[src/rtl/hex_key_entry_pkg.sv]
// rtl/hex_key_entry_pkg.sv - set-2 scan-code constants and prefix FSM state type
// Shared by the hex key entry top and its scan-code lookup.
package hex_key_entry_pkg;

  // Protocol prefixes
  localparam logic [7:0] SC_EXT   = 8'hE0;
  localparam logic [7:0] SC_BREAK = 8'hF0;

  // Command keys
  localparam logic [7:0] SC_ENTER = 8'h5A;
  localparam logic [7:0] SC_BKSP  = 8'h66;
  localparam logic [7:0] SC_ESC   = 8'h76;

  // Hex digit make codes
  localparam logic [7:0] SC_0 = 8'h45;
  localparam logic [7:0] SC_1 = 8'h16;
  localparam logic [7:0] SC_2 = 8'h1E;
  localparam logic [7:0] SC_3 = 8'h26;
  localparam logic [7:0] SC_4 = 8'h25;
  localparam logic [7:0] SC_5 = 8'h2E;
  localparam logic [7:0] SC_6 = 8'h36;
  localparam logic [7:0] SC_7 = 8'h3D;
  localparam logic [7:0] SC_8 = 8'h3E;
  localparam logic [7:0] SC_9 = 8'h46;
  localparam logic [7:0] SC_A = 8'h1C;
  localparam logic [7:0] SC_B = 8'h32;
  localparam logic [7:0] SC_C = 8'h21;
  localparam logic [7:0] SC_D = 8'h23;
  localparam logic [7:0] SC_E = 8'h24;
  localparam logic [7:0] SC_F = 8'h2B;

  // Prefix tracking: EXT after E0, BRK after F0, EXT_BRK after E0 F0
  typedef enum logic [1:0] {
    ST_IDLE    = 2'd0,
    ST_EXT     = 2'd1,
    ST_BRK     = 2'd2,
    ST_EXT_BRK = 2'd3
  } kbd_state_e;

endpackage

[src/rtl/hex_key_entry_scancode_lut.sv]
// rtl/hex_key_entry_scancode_lut.sv - combinational set-2 make code to hex nibble map
// Ports: code (in, 8) scan byte; is_hex (out, 1) code is a 0-9/A-F make; nib (out, 4) digit value.
module hex_scancode_lut
  import hex_key_entry_pkg::*;
(
  input  logic [7:0] code,
  output logic       is_hex,
  output logic [3:0] nib
);

  always_comb begin
    is_hex = 1'b1;
    nib    = 4'h0;
    case (code)
      SC_0:    nib = 4'h0;
      SC_1:    nib = 4'h1;
      SC_2:    nib = 4'h2;
      SC_3:    nib = 4'h3;
      SC_4:    nib = 4'h4;
      SC_5:    nib = 4'h5;
      SC_6:    nib = 4'h6;
      SC_7:    nib = 4'h7;
      SC_8:    nib = 4'h8;
      SC_9:    nib = 4'h9;
      SC_A:    nib = 4'hA;
      SC_B:    nib = 4'hB;
      SC_C:    nib = 4'hC;
      SC_D:    nib = 4'hD;
      SC_E:    nib = 4'hE;
      SC_F:    nib = 4'hF;
      default: is_hex = 1'b0;
    endcase
  end

endmodule

[src/rtl/hex_key_entry.sv]
// rtl/hex_key_entry.sv - PS/2 scan-code to hex key entry with backspace, clear and commit
// Ports:
//   CLK, RST_N       clock, synchronous active-low reset
//   SCAN_CODE/VALID  byte strobe from the PS/2 receiver
//   KEY_VALUE        last committed key, first-typed digit in MSBs
//   KEY_READY        one-cycle pulse when KEY_VALUE updates
//   DIG_CNT          digits currently held in the entry register
//   LAST_NIB         most recently accepted nibble, for the display
//   ERR              one-cycle pulse on a rejected command
module hex_key_entry
  import hex_key_entry_pkg::*;
#(
  parameter int KEY_NIBBLES = 8,
  parameter int CNT_W       = 4
) (
  input  logic                     CLK,
  input  logic                     RST_N,
  input  logic [7:0]               SCAN_CODE,
  input  logic                     SCAN_VALID,
  output logic [4*KEY_NIBBLES-1:0] KEY_VALUE,
  output logic                     KEY_READY,
  output logic [CNT_W-1:0]         DIG_CNT,
  output logic [3:0]               LAST_NIB,
  output logic                     ERR
);

  localparam int EW = 4 * KEY_NIBBLES;
  localparam logic [CNT_W-1:0] FULL_CNT = CNT_W'(KEY_NIBBLES);

  kbd_state_e       r_state, w_state_n;
  logic [7:0]       r_held,  w_held_n;
  logic [EW-1:0]    r_entry, w_entry_n;
  logic [CNT_W-1:0] r_cnt,   w_cnt_n;
  logic [3:0]       r_last,  w_last_n;
  logic [EW-1:0]    r_key,   w_key_n;
  logic             r_ready, w_ready_n;
  logic             r_err,   w_err_n;

  logic             w_is_hex;
  logic [3:0]       w_nib;
  logic [EW-1:0]    w_entry_shl;
  logic [EW-1:0]    w_entry_shr;

  hex_scancode_lut u_lut (
    .code   (SCAN_CODE),
    .is_hex (w_is_hex),
    .nib    (w_nib)
  );

  assign w_entry_shl = {r_entry[EW-5:0], w_nib};
  assign w_entry_shr = r_entry >> 4;

  always_ff @(posedge CLK) begin
    if (!RST_N) begin
      r_state <= ST_IDLE;
      r_held  <= '0;
      r_entry <= '0;
      r_cnt   <= '0;
      r_last  <= '0;
      r_key   <= '0;
      r_ready <= 1'b0;
      r_err   <= 1'b0;
    end else begin
      r_state <= w_state_n;
      r_held  <= w_held_n;
      r_entry <= w_entry_n;
      r_cnt   <= w_cnt_n;
      r_last  <= w_last_n;
      r_key   <= w_key_n;
      r_ready <= w_ready_n;
      r_err   <= w_err_n;
    end
  end

  always_comb begin
    w_state_n = r_state;
    w_held_n  = r_held;
    w_entry_n = r_entry;
    w_cnt_n   = r_cnt;
    w_last_n  = r_last;
    w_key_n   = r_key;
    w_ready_n = 1'b0;
    w_err_n   = 1'b0;

    if (SCAN_VALID) begin
      case (r_state)
        ST_IDLE: begin
          if (SCAN_CODE == SC_EXT) begin
            w_state_n = ST_EXT;
          end else if (SCAN_CODE == SC_BREAK) begin
            w_state_n = ST_BRK;
          end else if (SCAN_CODE != r_held) begin
            // A byte equal to the held key is a typematic repeat and is dropped
            w_held_n = SCAN_CODE;
            if (w_is_hex) begin
              if (r_cnt < FULL_CNT) begin
                w_entry_n = w_entry_shl;
                w_cnt_n   = r_cnt + 1'b1;
                w_last_n  = w_nib;
              end else begin
                w_err_n = 1'b1;
              end
            end else begin
              case (SCAN_CODE)
                SC_BKSP: begin
                  if (r_cnt != '0) begin
                    w_entry_n = w_entry_shr;
                    w_cnt_n   = r_cnt - 1'b1;
                    w_last_n  = (r_cnt == CNT_W'(1)) ? 4'h0 : w_entry_shr[3:0];
                  end else begin
                    w_err_n = 1'b1;
                  end
                end
                SC_ESC: begin
                  w_entry_n = '0;
                  w_cnt_n   = '0;
                  w_last_n  = 4'h0;
                end
                SC_ENTER: begin
                  if (r_cnt == FULL_CNT) begin
                    w_key_n   = r_entry;
                    w_ready_n = 1'b1;
                    w_entry_n = '0;
                    w_cnt_n   = '0;
                    w_last_n  = 4'h0;
                  end else begin
                    w_err_n = 1'b1;
                  end
                end
                default: ;
              endcase
            end
          end
        end
        ST_BRK: begin
          // Releasing the held key re-arms it so the next press is a fresh make
          if (SCAN_CODE == r_held) begin
            w_held_n = '0;
          end
          w_state_n = ST_IDLE;
        end
        ST_EXT: begin
          w_state_n = (SCAN_CODE == SC_BREAK) ? ST_EXT_BRK : ST_IDLE;
        end
        ST_EXT_BRK: begin
          w_state_n = ST_IDLE;
        end
        default: w_state_n = ST_IDLE;
      endcase
    end
  end

  assign KEY_VALUE = r_key;
  assign KEY_READY = r_ready;
  assign DIG_CNT   = r_cnt;
  assign LAST_NIB  = r_last;
  assign ERR       = r_err;

endmodule
[config.mk]
export PLATFORM = sky130hd
export DESIGN_NAME = hex_key_entry
export DESIGN_NICKNAME = d
export VERILOG_FILES = /design/src/rtl/hex_key_entry_pkg.sv /design/src/rtl/hex_key_entry_scancode_lut.sv /design/src/rtl/hex_key_entry.sv
export SDC_FILE = /design/constraint.sdc
export NUM_CORES = 1
export LEC_CHECK = 0
export CAP_MARGIN = 20
export CORE_AREA = 5 5 130 132
export DETAILED_ROUTE_END_ITERATION = 8
export DIE_AREA = 0 0 135 137
export PLACE_DENSITY = 0.46
export SYNTH_ARGS = -nofsm -noshare
export SYNTH_HDL_FRONTEND = slang
export SYNTH_SLANG_ARGS = --single-unit
[constraint.sdc]
create_clock -name CLK -period 4.2 [get_ports CLK]
set_clock_uncertainty 0.1 [all_clocks]
set_input_delay 0.63 -clock CLK [delete_from_list [all_inputs] [get_ports CLK]]
set_output_delay 0.63 -clock CLK [all_outputs]
set_load 0.01 [all_outputs]
==> impl_metrics.py <==
metrics = {
    "run_status": {
        "status": "complete, no violations",
    },
    "placed_design": {
        "port_buffers": 52,
        "place_hpwl_mm": 8.57,
        "gp_congestion": 0.796,
        "dp.cells": 775,
    },
    "yosys": {
        "yosys_warnings": 0,
        "synth_cells": 540,
        "synth_top_area_share": 0.370,
        "synth_area_leaders": "dfxtp_1 (37%), mux2i_1 (7.5%), a21oi_1 (5.5%)",
        "ys_seq_area_frac": 0.370,
        "synthArstFlopShare": 0,
        "synthFlopType": "dfxtp_1",
        "syn-cell-area_um2": 4550,
        "synth_nets": 555,
        "yosysTopAreaCell": "dfxtp_1",
        "ys_types": 60,
        "synth_edf_count": 0,
        "synth_area_per_cell_um2": 8.42,
        "ys_ff_latch": 84,
    },
    "routing": {
        "drtAntennaViolNets": 0,
        "drt_iter0_drc": 438,
        "vias": 4157,
        "routedWlPerCell_um": 16.6,
        "routed_wl_mm": 13.1,
        "drc": 0,
        "vias_per_cell": 5.26,
        "drtPass1Iterations": 4,
    },
    "cells_and_area": {
        "fillCellCount": 1627,
        "multi_input_area_um2": 2580,
        "area_growth_pct": 22.9,
        "regArea_um2": 1680,
        "final_cell_mix": "dfxtp_1 (84), clkdlybuf4s50_1 (52), a21oi_1 (50)",
        "drive_gt1_frac": 0.0957,
        "fin_nets": 585,
        "insertedDiodeCount": 0,
        "instances_no_fill": 791,
        "final_common_cell": "dfxtp_1",
    },
    "power_and_ir_drop": {
        "ir_drop_v": 0.000204,
        "leakage_nw": 2.06,
        "power-per-cell-area_nw_per_um2": 306,
    },
    "floorplanning": {
        "design.core.area_um2": 15600,
        "row_count": 46,
        "die_area_um2": 18500,
        "die_h_um": 137,
        "dieWidth_um": 135,
        "io_pins": 53,
        "floorplan.initialDensity": 0.292,
    },
    "setup_path": {
        "path_class": "in2reg",
        "crit_fanout": 17,
        "cp-end-kind": "flip-flop",
        "reg2reg_depth": 8,
        "r2r_slack_ns": 1.42,
        "r2r-start": "r_held[2]$_SDFFE_PN0P_",
        "crit_required_ns": 4.36,
        "worstPathArrival_ns": 3.54,
        "worstReg2RegEnd": "KEY_VALUE[13]$_SDFFE_PN0P_",
        "cp-start-kind": "primary input",
    },
    "grt": {
        "grt_pass1_vias": 4048,
        "grt_max_degree": 43,
        "grt_pass1_wl_mm": 21.7,
        "grt_usage": 0.146,
        "grt_overflow": 0,
        "antenna_found_initial": 0,
    },
    "clock_network": {
        "clockBufferDepth": 2,
        "cts_tree": "done",
        "path_clk_slew_ns": 0.06,
        "cts_max_level": 3,
        "insertion_delay_ns": 0.35,
        "postCtsResizedCells": 0,
        "numCtsBuffers": 9,
        "cts_sinks": 84,
        "root_buffer": "clkbuf_16",
        "cts_setup_buffers": 0,
        "cts_hold_buffers": 0,
    },
    "timing": {
        "timing.final.crit_share": 0.806,
        "tightest_slew_ns": 0.787,
        "hold_violations": 0,
        "rsz0062_at_grt": "false",
        "slew_viol_final": 0,
        "fmax_mhz": 295,
        "report.final.setup_viol": 0,
        "min_period_ns": 3.39,
        "maxSlewHeadroom": 0.475,
        "final.setup.tns_ns": 0,
    },
    "flow_run": {
        "cap_violations": 0,
    },
    "min_path": {
        "hold_class": "reg2reg",
        "holdPathStages": 2,
        "hold_start": "r_entry[28]$_SDFFE_PN0P_",
        "min_to": "r_entry[28]$_SDFFE_PN0P_",
    },
}
## how the worst max path moves through the flow
stage | start | endpoint | slack, ns | depth (start not counted)
after global placement | SCAN_CODE[6] | KEY_VALUE[29]$_SDFFE_PN0P_ | 0.47 | 8
after floorplan | SCAN_CODE[7] | KEY_VALUE[22]$_SDFFE_PN0P_ | 1.48 | 9
final | SCAN_CODE[6] | LAST_NIB[0]$_SDFFE_PN0P_ | 0.81 | 8
after detailed placement | SCAN_CODE[6] | KEY_VALUE[30]$_SDFFE_PN0P_ | 0.43 | 8
after global routing | SCAN_CODE[6] | LAST_NIB[0]$_SDFFE_PN0P_ | 0.56 | 8
after CTS | SCAN_CODE[6] | KEY_VALUE[30]$_SDFFE_PN0P_ | 0.81 | 8
## metrics by stage
step	total power, W	hold slack (ns)	setup WS (ns)	area, um2	util
2_1_floorplan	0.000922	0.351	1.48	4550	-
3_5_place_dp	0.000974	0.376	0.432	5310	0.340
3_3_place_gp	0.000973	0.366	0.475	5310	0.340
4_1_cts	0.00174	0.385	0.809	5590	0.358
6_report	0.00171	0.376	0.813	5590	0.358
5_1_grt	0.00178	0.400	0.558	5590	0.358
## cells in the mapped netlist (all sizes together) (4+ instances only)
library cell  instances
a211oi                5
o22ai                25
buf                  28
nor2                 44
inv                   9
ha                    4
nor4b                26
a21oi                50
nor3                  8
a21boi               25
mux2i                34
nand2                20
nor3b                 4
clkbuf               30
o21ai                 9
nor4                  8
o31ai                 8
xor2                  9
dfxtp                84
nand3                46
nand2b               17
## critical path, stage by stage
cell and delay, ns:
clkdlybuf4s50_1 0.74, or3b_1 0.31, nor4b_2 0.10, or3_1 0.47
buf_4 0.24, nor3_1 0.65, nand3_1 0.14, a311oi_1 0.28
## power by group
group          switching (W)  leakage [nW]  internal (W)  total [W]
combinational      0.0000885          1.24     0.0000555   0.000144
clock               0.000335         0.140      0.000419   0.000754
sequential        0.00000818         0.678      0.000805   0.000813
## per-layer routing
metal  vias to the layer above  global-route usage  wire length, um
met4                         0              0.0633              241
met5                         -                   0                0
met3                        13              0.0276              517
li1                       2049                   -                -
met1                      2024               0.204             6510
met2                        71               0.218             5880
## flip-flops by register name (all words and copies together), names as in the netlist
| signal | count |
|---|---|
| r_held | 8 |
| r_entry | 32 |
| KEY_VALUE | 32 |
| KEY_READY | 1 |
| r_state | 2 |
| ERR | 1 |
| DIG_CNT | 4 |
| LAST_NIB | 4 |
## final cells by class
class | count | area share
clock buffer | 11 | 0.0434
timing repair buffer | 77 | 0.133
clock inverter | 5 | 0.00649
tap | 216 | 0.0484
sequential | 84 | 0.301
inverter | 9 | 0.00605
multi-input combinational | 389 | 0.461
## cells by family after synthesis
kind of cell    Yosys count  synth area share
xor+xnor                 10            0.0193
simple gates            196             0.246
flops                    84             0.370
compound gates          145             0.211
fa+ha+maj                 4            0.0110
mux                      34            0.0748
buf+inv                  67            0.0679
(Power assumes the default switching activity.)
